--- config.mk ---
export PLATFORM = sky130hd
export DESIGN_NAME = load_store_unit
export DESIGN_NICKNAME = d
export VERILOG_FILES = /design/src/rtl/load_store_unit_pkg.sv /design/src/rtl/load_store_unit_byte_lane.sv /design/src/rtl/load_store_unit.sv
export SDC_FILE = /design/constraint.sdc
export NUM_CORES = 1
export LEC_CHECK = 0
export ABC_AREA = 1
export BUFFER_PORTS_ARGS = -buffer_cell sky130_fd_sc_hd__buf_2
export CORE_MARGIN = 3
export CORE_UTILIZATION = 49
export CTS_CLUSTER_DIAMETER = 200
export CTS_CLUSTER_SIZE = 30
export DETAILED_ROUTE_END_ITERATION = 8
export PLACE_DENSITY = 0.81
export SYNTH_ARGS = -nofsm -noshare
export SYNTH_HDL_FRONTEND = slang
export SYNTH_SLANG_ARGS = --single-unit
--- constraint.sdc ---
create_clock -name clk -period 1.65 [get_ports clk]
set_input_delay 0.33 -clock clk [delete_from_list [all_inputs] [get_ports clk]]
set_output_delay 0.33 -clock clk [all_outputs]
set_load 0.005 [all_outputs]
--- src/rtl/load_store_unit_pkg.sv ---
// Shared encodings for the load/store unit: access sizes, FSM states, the zero word,
// the request control bundle and the alignment predicate used by the optional
// address checker (LSU_ALIGN_CHECK_EN).
package load_store_unit_pkg;

  // Access sizes as driven on req_size.
  localparam logic [1:0] MEM_B = 2'd0;
  localparam logic [1:0] MEM_H = 2'd1;
  localparam logic [1:0] MEM_W = 2'd2;

  // FSM state encodings.
  localparam logic [1:0] IDLE = 2'd0;
  localparam logic [1:0] RD   = 2'd1;
  localparam logic [1:0] WR   = 2'd2;
  localparam logic [1:0] RESP = 2'd3;

  localparam logic [31:0] ZERO = 32'h0000_0000;

  // Request attributes latched at accept.
  typedef struct packed {
    logic       we;
    logic [1:0] size;
    logic       isSigned;
  } reqCtrl_t;

  // Half needs bit 0 clear, word needs both low bits clear; bytes are always aligned.
  function automatic logic misaligned(input logic [1:0] size, input logic [1:0] offset);
    logic bad;
    bad = 1'b0;
    if (size == MEM_H) begin
      bad = offset[0];
    end else if (size == MEM_W) begin
      bad = (offset != 2'b00);
    end
    return bad;
  endfunction

endpackage

--- src/rtl/load_store_unit_byte_lane.sv ---
// Combinational byte-lane logic for the load/store unit: merges store data into a
// fetched dm word (sb/sh read-modify-write, sw passthrough) and selects and extends
// the addressed byte/half/word for loads. Little-endian: byte k = bits [8k+7:8k].
module load_store_unit_byte_lane
  import load_store_unit_pkg::*;
(
  input  logic [31:0] word,
  input  logic [1:0]  offset,
  input  logic [1:0]  size,
  input  logic        isSigned,
  input  logic [31:0] wdata,
  output logic [31:0] mergedWord,
  output logic [31:0] loadData
);

  logic [7:0]  selByte;
  logic [15:0] selHalf;

  // Store merge: replace the addressed lane of the fetched word.
  always_comb begin
    mergedWord = word;
    case (size)
      MEM_B: begin
        unique case (offset)
          2'd0: mergedWord[7:0]   = wdata[7:0];
          2'd1: mergedWord[15:8]  = wdata[7:0];
          2'd2: mergedWord[23:16] = wdata[7:0];
          2'd3: mergedWord[31:24] = wdata[7:0];
        endcase
      end
      MEM_H: begin
        if (offset[1]) begin
          mergedWord[31:16] = wdata[15:0];
        end else begin
          mergedWord[15:0] = wdata[15:0];
        end
      end
      default: mergedWord = wdata;
    endcase
  end

  // Load select and extend; the half lane uses only offset[1].
  always_comb begin
    selByte = word[7:0];
    unique case (offset)
      2'd0: selByte = word[7:0];
      2'd1: selByte = word[15:8];
      2'd2: selByte = word[23:16];
      2'd3: selByte = word[31:24];
    endcase
    selHalf = offset[1] ? word[31:16] : word[15:0];
    case (size)
      MEM_B:   loadData = {{24{isSigned & selByte[7]}}, selByte};
      MEM_H:   loadData = {{16{isSigned & selHalf[15]}}, selHalf};
      default: loadData = word;
    endcase
  end

endmodule

--- src/rtl/load_store_unit.sv ---
// Load/store unit: single-outstanding initiator for the word-only data memory.
// Loads: IDLE->RD->RESP. sw: IDLE->WR->RESP. sb/sh: IDLE->RD->WR->RESP (RMW).
// Optional feature macro LSU_ALIGN_CHECK_EN adds the addr_err port and rejects
// misaligned or out-of-range requests with a direct IDLE->RESP error response.
module load_store_unit
  import load_store_unit_pkg::*;
#(
  parameter int unsigned ADDR_W   = 32,
  parameter int unsigned DM_WORDS = 1024
) (
  input  logic              clk,
  input  logic              reset,
  input  logic              req_valid,
  output logic              req_ready,
  input  logic              req_we,
  input  logic [1:0]        req_size,
  input  logic              req_signed,
  input  logic [ADDR_W-1:0] req_addr,
  input  logic [31:0]       req_wdata,
  input  logic [31:0]       req_pc,
  output logic              resp_valid,
  output logic [31:0]       resp_rdata,
  output logic [ADDR_W-1:0] dm_raddr,
  output logic [ADDR_W-1:0] dm_waddr,
  output logic [31:0]       dm_wdata,
  output logic [31:0]       dm_pc,
  output logic              dm_ren,
  output logic              dm_wen,
  input  logic [31:0]       dm_rdata
`ifdef LSU_ALIGN_CHECK_EN
  ,
  output logic              addr_err
`endif
);

  logic [1:0]        stateQ, stateD;
  logic [ADDR_W-1:0] addrQ;
  reqCtrl_t          ctrlQ;
  logic [31:0]       wdataQ;
  logic [31:0]       pcQ;
  logic [31:0]       dataQ;
  logic              accept;
  logic              reqErr;
  logic              errFlag;
  logic [ADDR_W-1:0] wordAddr;
  logic [31:0]       mergedWord;
  logic [31:0]       loadData;

  assign accept   = req_valid & req_ready;
  assign wordAddr = {addrQ[ADDR_W-1:2], 2'b00};

`ifdef LSU_ALIGN_CHECK_EN
  logic errQ;

  // Bad alignment for the size, or a byte address beyond the end of dm.
  assign reqErr = misaligned(req_size, req_addr[1:0]) ||
                  (64'(req_addr) >= 64'(DM_WORDS) * 64'd4);
  assign errFlag = errQ;

  // Error flag is held for the whole transaction and cleared by reset.
  always_ff @(posedge clk) begin
    if (reset) begin
      errQ <= 1'b0;
    end else if (accept) begin
      errQ <= reqErr;
    end
  end

  assign addr_err = resp_valid & errQ;
`else
  assign reqErr  = 1'b0;
  assign errFlag = 1'b0;
`endif

  // State, request latch at accept, and dm read-data capture in RD.
  always_ff @(posedge clk) begin
    if (reset) begin
      stateQ <= IDLE;
      addrQ  <= '0;
      ctrlQ  <= '0;
      wdataQ <= ZERO;
      pcQ    <= ZERO;
      dataQ  <= ZERO;
    end else begin
      stateQ <= stateD;
      if (accept) begin
        addrQ  <= req_addr;
        ctrlQ  <= '{we: req_we, size: req_size, isSigned: req_signed};
        wdataQ <= req_wdata;
        pcQ    <= req_pc;
      end
      if (stateQ == RD) begin
        dataQ <= dm_rdata;
      end
    end
  end

  // Next-state: only sub-word stores need the read before the write.
  always_comb begin
    stateD = stateQ;
    unique case (stateQ)
      IDLE: begin
        if (accept) begin
          if (reqErr) begin
            stateD = RESP;
          end else if (!req_we || req_size == MEM_B || req_size == MEM_H) begin
            stateD = RD;
          end else begin
            stateD = WR;
          end
        end
      end
      RD:      stateD = ctrlQ.we ? WR : RESP;
      WR:      stateD = RESP;
      RESP:    stateD = IDLE;
      default: stateD = IDLE;
    endcase
  end

  load_store_unit_byte_lane u_byte_lane (
    .word       (dataQ),
    .offset     (addrQ[1:0]),
    .size       (ctrlQ.size),
    .isSigned   (ctrlQ.isSigned),
    .wdata      (wdataQ),
    .mergedWord (mergedWord),
    .loadData   (loadData)
  );

  // Outputs decoded from state; dm buses are held at zero outside their active state.
  always_comb begin
    req_ready  = (stateQ == IDLE);
    resp_valid = (stateQ == RESP);
    dm_ren     = (stateQ == RD);
    dm_wen     = (stateQ == WR);
    dm_raddr   = dm_ren ? wordAddr : '0;
    dm_waddr   = dm_wen ? wordAddr : '0;
    dm_wdata   = dm_wen ? mergedWord : ZERO;
    dm_pc      = pcQ;
    resp_rdata = (resp_valid && !ctrlQ.we && !errFlag) ? loadData : ZERO;
  end

endmodule

==> results by group, run 1 <==
Placement
  • Placed cell count: between 1,500 and 2,000
  • Placement Setup Slack: -116 ps
  • Input/output buffers: 294
  • Final GP Congestion: 1.06
  • HPWL Detailed: around 21 mm

Drt
  • Routed via count: 10,500
  • Drt wl/cell: about 23 µm
  • Antenna-violating nets left: 0
  • Drt via density: 6.16
  • DRC Markers: 10
  • WL final: 39.2 mm
  • DRT Pass-1 Iters: 9
  • Number of DRC markers in iteration 0: 1,497

Logic synthesis
  • Average cell area after synthesis: about 6.2 µm²
  • Yosys synthesis warning count: 0
  • Yosys cell types: 31
  • Register area share after synthesis: 0.368
  • XOR/XNOR Fraction of Synth Area: 0
  • Simple-gate share of the synthesized area: 0.299
  • Compound-Gate Fraction of Synth Area: 0.195
  • Post-synth EDFFs: 0
  • Synth top area share: 0.368
  • Synth area leaders: dfxtp_1 37%, nand2_1 13%, o21ai_0 13%
  • Synth top cells by count: 257 x nand2_1, 186 x nor2_1, 186 x o21ai_0
  • Post-Syn Instances: 1,168
  • Synthesis-stage register bit count: 134
  • Top_reg_cell synth: dfxtp_1
  • Dominant cell type by area after synthesis: dfxtp_1
  • Syn Std Cell Area: 7280 µm²
  • Combinational family with the most area after synthesis: simple AND/OR/NAND/NOR gates
  • Most common cell in the netlist: nand2_1
  • Async set-or-reset flop fraction in the synthesized netlist: 0
  • Post-synthesis mux area share: 0
  • Post-Synth Adder-Cell Area: 0.00687

Pwr
  • Pwr Total: 22,800 µW
  • Leak Pwr: 0.00631 µW
  • VDD IR-drop max: 1390 µV
  • Pwr/cell area: 1910 nW/µm²

Floorplan
  • Row count: 43
  • Initial Utilization: 0.513
  • I/O pin cnt: 299
  • Die X: 128 µm
  • Die H: 128 µm
  • Die area: 16,400 µm²
  • Core area: around 14,000 µm²

GRT
  • First-pass GRT wire length: 47.2 mm
  • Number of global-route vias before repair: about 9,100
  • Pin count of the biggest net entering global routing: 71
  • Initial antenna violation count: 3
  • Total grt overflow: 0
  • All-Layer GR Usage: 0.366

CTS
  • CTS sink count: 134
  • CTS tree: built
  • Worst skew pair latency: 430 ps
  • Number of buffers created by CTS: 17
  • Clock transition at the registers of the reported paths: 60 ps
  • H-tree lvl count: 4
  • CTS root buf: clkbuf_16
  • Cts hold-fix bufs: 0
  • CTS Buffer Depth: 2

Final layout
  • Synthesis-to-layout area growth: 64.0%
  • Post-Layout Cell Count: 1,702
  • Nets@finish: about 1,600
  • Layout cell share with drive strength beyond 1: 0.448
  • Final core occ: 0.841

STA
  • Final Max Slew Viols: 0
  • Min cycle time layout: 2230 ps
  • Slew @ Worst Pin: 618 ps
  • Setup violators final: 186
  • Final period util: 1.35
  • Slew HR: 0.583
  • Fmax: 448 MHz
  • RSZ-0062 raised after global routing: yes
  • Fin. Hold Viols: 0
  • Fin Clk Skew: 5.53 ps
  • Setup TNS: -53,420 ps
  • Worst setup margin: -581 ps

Critical path
  • CP endpoint kind: output port
  • CP arrival: 1900 ps
  • Critical path launch point type: register
  • Critical path required time: 1320 ps
  • Crit Path Category: register to output port
  • CP max FO: 5

Hold path
  • HP Class: input pin to register

Status
  • Outcome: finished with violations
  • Failing checks: DRC, setup timing

Job
  • Max cap viols: 0
-- worst paths after layout --
check,cells after the start,end,from,slack [ps]
worst max-delay path,8,dm_wdata[30],addrQ[1],-580
worst min-delay path,2,stateQ[0],reset,130
worst max register to register,9,wdataQ[7],stateQ[1],-400
worst min register to register,2,dm_pc[30],dm_pc[30],480
-- routing by layer --
| metal | vias to the layer above | global-route usage | share of wire |
|---|---|---|---|
| met4 | 2 | 0.215 | 0.095 |
| met1 | 4699 | 0.430 | 0.33 |
| met3 | 349 | 0.0963 | 0.13 |
| met5 | - | 0 | 0.00036 |
| li1 | 4397 | - | - |
| met2 | 1029 | 0.599 | 0.45 |
-- through the flow --
stage	hold slack [ps]	instance area (µm²)
3_5_place_dp	466	9260
5_1_grt	124	11900
6_report	129	11900
3_3_place_gp	456	9260
2_1_floorplan	399	7290
4_1_cts	115	10800
-- what timing repair did --
item | CTS | global route
gates resized for setup | 177 | 270
setup endpoints to repair | 126 | 221
pin swaps | 39 | 67
setup buffers | 15 | 12
endpoints found under the hold margin | 0 | 0
gates cloned | 12 | 10
-- flip-flops by register name, summed over array words and instances (netlist names) --
name / cells
dataQ: 32
ctrlQ: 4
addrQ: 32
stateQ: 2
wdataQ: 32
dm_pc: 32
-- cell type report --
class	instances	area, µm²
Inverter	138	556
Multi-Input combinational cell	816	4580
Sequential cell	134	2710
Clock inverter	13	195
Antenna cell	2	5.00
Tap cell	180	225
Timing Repair Buffer	400	3230
Fill cell	828	2260
Clock buffer	19	443
-- where the power goes --
part           switching [µW]  total [µW]  internal, µW
combinational            7430       12600          5170
clock                    1610        4200          2590
sequential               1560        5960          4390
total                   10600       22800         12200
-- placed cells by master, fill, tap and decap left out, types with 42 or more instances in the layout --
cell,count
nand2_4,44
buf_4,42
nand2_2,45
dfxtp_1,126
nand2_1,171
buf_2,251
a21oi_1,47
o21ai_0,142
buf_6,61
inv_1,81
inv_2,46
nor2_1,180
-- kinds of logic (layout without fill, tap and decap cells) --
logic type	Yosys count	after routing
adders and majority gates	4	4
DFF	134	134
AOI/OAI and AO/OA	274	274
other	1	6
and+or+nand+nor	530	534
buffers and inverters	225	570
-- critical path: stages, from the launching register on --
cell      delay [ps]
dfxtp_4          400
buf_6            150
nand2_4           70
buf_6            130
o211ai_1         220
nand3_1          170
nand2_2          180
inv_2             50
buf_6            110
No activity file was read; power rests on OpenSTA's default activity.
==> run 2: changes to the inputs <==
Settings changed: CELL_PAD_IN_SITES_DETAIL_PLACEMENT from default to 0, CELL_PAD_IN_SITES_GLOBAL_PLACEMENT from default to 1, CORE_UTILIZATION 49 to 32, PLACE_DENSITY 0.81 to default, PLACE_DENSITY_LB_ADDON from default to 0.1.
==> results by group, run 2 (synthesis results as in run 1) <==
Status
  • Outcome: finished with violations
  • Failing checks: setup timing

Drt
  • Drt wl/cell: 19.0 µm (-18%)
  • Number of DRC markers in iteration 0: 549 (-63%)
  • Routed via count: 9,153 (-13%)
  • Drt via density: 4.98 (-19%)
  • DRC Markers: 0 (-10)
  • DRT Pass-1 Iters: 5 (-4)
  • Antenna-violating nets left: 0 (unchanged)
  • WL final: 34.8 mm (-11%)

Final layout
  • Post-Layout Cell Count: 1,837 (+7.9%)
  • Final core occ: 0.579 (-0.262)
  • Nets@finish: 1,678 (+1.9%)
  • Most frequent cells in the layout: 244 x buf_2, 183 x nor2_1, 149 x nand2_1, 126 x dfxtp_1, 107 x o21ai_0
  • Register Area: 2700 µm² (about the same)
  • Commonest non-fill, non-tap cell in the layout: buf_2
  • Area of the multi-input gates: 4780 µm² (+4.3%)
  • Fillers: 2,093 (+150%)
  • Synthesis-to-layout area growth: 75.7%
  • Layout cell share with drive strength beyond 1: 0.495 (+0.0468)

Placement
  • HPWL Detailed: 22.9 mm (+9.0%)
  • Placed cell count: 1,736 (+7.0%)
  • Placement Setup Slack: -232 ps (-115 ps)
  • Input/output buffers: 294 (unchanged)
  • Final GP Congestion: 0.937 (-11%)

Pwr
  • Leak Pwr: 0.00668 µW (+6.0%)
  • Pwr/cell area: 1820 nW/µm² (-4.5%)
  • VDD IR-drop max: 814 µV (-42%)

STA
  • Final Max Slew Viols: 0 (unchanged)
  • Final period util: 1.28 (-0.0750)
  • Worst setup margin: -457 ps (+124 ps)
  • Fmax: 475 MHz (+5.9%)
  • RSZ-0062 raised after global routing: yes
  • Setup violators final: 141 (-24%)
  • Fin Clk Skew: 19.7 ps (+14.1 ps)
  • Min cycle time layout: 2110 ps (-124 ps)
  • Fin. Hold Viols: 0 (unchanged)

Floorplan
  • I/O pin cnt: 299 (unchanged)
  • Die X: 157 µm (+23%)
  • Core area: 22,100 µm² (+56%)
  • Row count: 54 (+26%)
  • Initial Utilization: 0.330 (-0.183)
  • Die H: 157 µm (+23%)
  • Die area: 24,600 µm² (+50%)

Critical path
  • CP max FO: 8 (+3)
  • Critical path launch point type: register
  • R2R Setup Slk: -20 ps (+380 ps)
  • Worst Reg-to-Reg Cells: 10 (+1)
  • Crit. Startpoint: addrQ[1]
  • RR Endpoint: stateQ[0]
  • Crit Path Category: register to output port
  • CP arrival: 1780 ps (-120 ps)
  • Critical path required time: 1320 ps (about the same)
  • Critical R2R Launch: stateQ[0]
  • CP endpoint kind: output port

CTS
  • CTS root buf: clkbuf_16
  • CTS tree: built
  • H-tree lvl count: 4 (unchanged)
  • Clock transition at the registers of the reported paths: 70 ps (about the same)
  • Worst skew pair latency: 430 ps (about the same)
  • Number of buffers created by CTS: 17 (unchanged)
  • CTS sink count: 134 (unchanged)
  • CTS Buffer Depth: 2 (unchanged)
  • Cts hold-fix bufs: 0 (unchanged)

GRT
  • Total grt overflow: 0 (unchanged)
  • First-pass GRT wire length: 49.4 mm (+4.7%)
  • All-Layer GR Usage: 0.259 (-0.107)
  • Initial antenna violation count: 14 (+11)
  • Pin count of the biggest net entering global routing: 59 (-17%)
  • Number of global-route vias before repair: 8,706 (-4.3%)

Job
  • Max cap viols: 0 (unchanged)

Hold path
  • WHS Path Cells: 2 (unchanged)
  • End of the worst hold path: stateQ[1]
  • Hold Crit Start: reset
  • HP Class: input pin to register
run 2: repair_timing:
action | CTS | global route
setup buffers | 27 | 14
gates resized for setup | 262 | 311
endpoints found under the setup margin | 128 | 225
cloned | 17 | 15
pin swaps | 56 | 42
run 2: worst max-delay path by stage:
stage	to	cells after the start	slack (ps)
final	dm_wdata[8]	9	-460
after detailed placement	resp_rdata[31]	6	-230
after CTS	dm_wdata[14]	9	-460
after floorplan	resp_rdata[10]	6	40
after global routing	dm_wdata[31]	9	-550
after global placement	dm_wdata[4]	9	-200
run 2: layout make-up:
cell class | count | area share
diodes | 5 | 0.000978
inverters | 138 | 0.0433
multi-input cells | 815 | 0.373
well taps | 280 | 0.0274
flip-flops and latches | 134 | 0.211
clock buffers | 17 | 0.0332
clock inverters | 15 | 0.0124
repair buffers | 433 | 0.298
run 2: metrics by stage:
| step | hold slack, ps | TNS, ps | power, µW | cell area [µm²] |
|---|---|---|---|---|
| after floorplan | 399 | 0 | 9880 | 7290 |
| after global placement | 458 | -8360 | 13800 | 9520 |
| after detailed placement | 467 | -9800 | 13800 | 9520 |
| after CTS | 122 | -44910 | 21200 | 11600 |
| after global routing | 131 | -53720 | 24700 | 12800 |
| final | 121 | -45520 | 23300 | 12800 |
run 2: worst max-delay path: stages (launching register included):
cell     delay (ps)
dfxtp_4         360
buf_12          150
buf_8           120
o21ai_4         220
buf_4           160
nand2_2          40
nand3_2          80
nand2_2          60
inv_2            50
buf_6           110
run 2: metal layers:
metal	vias to the layer above	GRT usage	wire, µm
li1	4479	-	-
met5	-	0	103
met3	69	0.0819	2520
met4	20	0.0925	952
met2	337	0.437	17300
met1	4248	0.310	13900
run 2: power by group:
group	internal, µW	total [µW]	switching [µW]
logic	6400	13700	7290
clock network	2150	3860	1710
registers	4380	5730	1350
==> run 3: changes to the inputs <==
Clock period 1.65 ns to 2.4 ns, I/O delays scaled along.
==> results by group, run 3 (synthesis results as in run 1) <==
Status
  • Outcome: complete, no violations

Drt
  • Drt via density: 4.91 (-1.4%)
  • WL final: 30.7 mm (-12%)
  • Routed via count: 8,508 (-7.0%)
  • Number of DRC markers in iteration 0: 465 (-15%)
  • Drt wl/cell: 17.7 µm (-6.5%)
  • DRT Pass-1 Iters: 5 (unchanged)
  • Antenna-violating nets left: 0 (unchanged)
  • DRC Markers: 0 (unchanged)

Hold path
  • Hold Crit Start: reset
  • WHS Path Cells: 2 (unchanged)
  • HP Class: input pin to register
  • End of the worst hold path: stateQ[0]

Final layout
  • Post-Layout Cell Count: 1,732 (-5.7%)
  • Nets@finish: 1,574 (-6.2%)
  • Post-route cell area: 9900 µm² (-23%)
  • Most frequent cells in the layout: 294 x buf_2, 255 x nand2_1, 186 x o21ai_0, 185 x nor2_1
  • Commonest non-fill, non-tap cell in the layout: buf_2
  • Layout cell share with drive strength beyond 1: 0.279 (-0.216)
  • Synthesis-to-layout area growth: 36.0%

GRT
  • All-Layer GR Usage: 0.241 (-0.0182)
  • Initial antenna violation count: 13 (-1)
  • First-pass GRT wire length: 46.2 mm (-6.5%)
  • Pin count of the biggest net entering global routing: 66 (+12%)
  • Number of global-route vias before repair: 8,129 (-6.6%)
  • Total grt overflow: 0 (unchanged)

Critical path
  • Critical R2R Launch: stateQ[1]
  • Crit Path Category: register to output port
  • Critical path launch point type: register
  • Worst Reg-to-Reg Cells: 8 (-2)
  • CP arrival: 1890 ps (+110 ps)
  • R2R Setup Slk: 620 ps (+640 ps)
  • CP max FO: 8 (unchanged)
  • RR Endpoint: stateQ[0]
  • Crit. Startpoint: addrQ[1]
  • CP endpoint kind: output port
  • Critical path required time: 1920 ps (+600 ps)

CTS
  • Clock transition at the registers of the reported paths: 70 ps (about the same)
  • CTS sink count: 134 (unchanged)
  • H-tree lvl count: 4 (unchanged)
  • Worst skew pair latency: 440 ps (about the same)
  • CTS root buf: clkbuf_16
  • Cts hold-fix bufs: 0 (unchanged)
  • CTS tree: built
  • CTS Buffer Depth: 2 (unchanged)
  • Number of buffers created by CTS: 17 (unchanged)

Pwr
  • Leak Pwr: 0.00524 µW (-22%)
  • Pwr/cell area: 1200 nW/µm² (-34%)
  • VDD IR-drop max: 674 µV (-17%)

Placement
  • Final GP Congestion: 0.881 (-5.9%)
  • Input/output buffers: 294 (unchanged)
  • Placed cell areas: 9000 µm² (-5.5%)
  • HPWL Detailed: 22.1 mm (-3.6%)
  • Placed cell count: 1,685 (-2.9%)

Floorplan
  • Row count: 54 (unchanged)
  • I/O pin cnt: 299 (unchanged)
  • Die H: 157 µm (unchanged)
  • Initial Utilization: 0.330 (unchanged)
  • Die X: 157 µm (unchanged)
  • Die area: 24,600 µm² (unchanged)
  • Core area: 22,100 µm² (unchanged)

STA
  • Slew HR: 0.518
  • Setup violators final: 0 (-100%)
  • Setup TNS: 0 ps (+45,520 ps)
  • Fin. Hold Viols: 0 (unchanged)
  • Final period util: 0.988
  • Fmax: 422 MHz
  • Slew @ Worst Pin: 722 ps
  • Final Max Slew Viols: 0 (unchanged)
  • Min cycle time layout: ~2400 ps
  • Fin Clk Skew: 11.7 ps (-7.92 ps)
  • RSZ-0062 raised after global routing: yes

Job
  • Max cap viols: 0 (unchanged)
## run 3: changes by cell type in the layout (fill, tap and decap cells not counted), sizes merged, moves of 4 or more
cell	delta
clkinv	+5
inv	-4
buf	-94
clkbuf	-11
## run 3: through the flow
step	hold slack, ps	worst slack (ps)	util	power (µW)
floorplan	455	645	-	6790
global placement	456	359	0.407	8830
detailed placement	466	331	0.407	8820
CTS	269	-19.5	0.440	11700
global route	281	-42.1	0.448	12800
finish	281	28.2	0.448	11900
## run 3: how the worst max path moves through the flow
stage / to / slack [ps] / depth (start not counted)
3_3_place_gp: dm_wdata[22] / 360 / 8
5_1_grt: resp_rdata[31] / -40 / 6
2_1_floorplan: resp_rdata[10] / 640 / 6
4_1_cts: dm_wdata[8] / -20 / 9
6_report: resp_rdata[21] / 30 / 6
3_5_place_dp: dm_wdata[22] / 330 / 8
## run 3: report_power, final
group	internal, µW	switching, µW
combinational	1920	3460
clock	1500	1220
sequential	3010	785
total	6420	5460
## run 3: repair_timing
action	in CTS	in global routing
gates resized for setup	10	35
pin swaps	4	4
gates cloned	3	2
endpoints found under the setup margin	57	62
setup buffers	3	3
## run 3: area by class of cell
type,instances,area [µm²]
antenna,4,10.0
clock buffer,17,425
clock inverter,15,185
fill,2462,12200
inverter,138,538
multi-input combinational,816,3800
sequential,134,2690
tap,280,350
timing repair buffer,328,1890
## run 3: layer usage
| layer | part of all wire | track usage | routed length, µm |
|---|---|---|---|
| met1 | 0.42 | 0.295 | 12900 |
| met2 | 0.47 | 0.396 | 14400 |
| met3 | 0.081 | 0.0794 | 2470 |
| met4 | 0.025 | 0.0871 | 773 |
| met5 | 0.0043 | 0 | 133 |
## run 3: worst max-delay path, stage by stage (launching register included)
cell and delay, ps:
dfxtp_2 390, buf_6 170, nand3_1 150, nand3_4 220, nand3_4 170, a21oi_1 220, buf_2 140
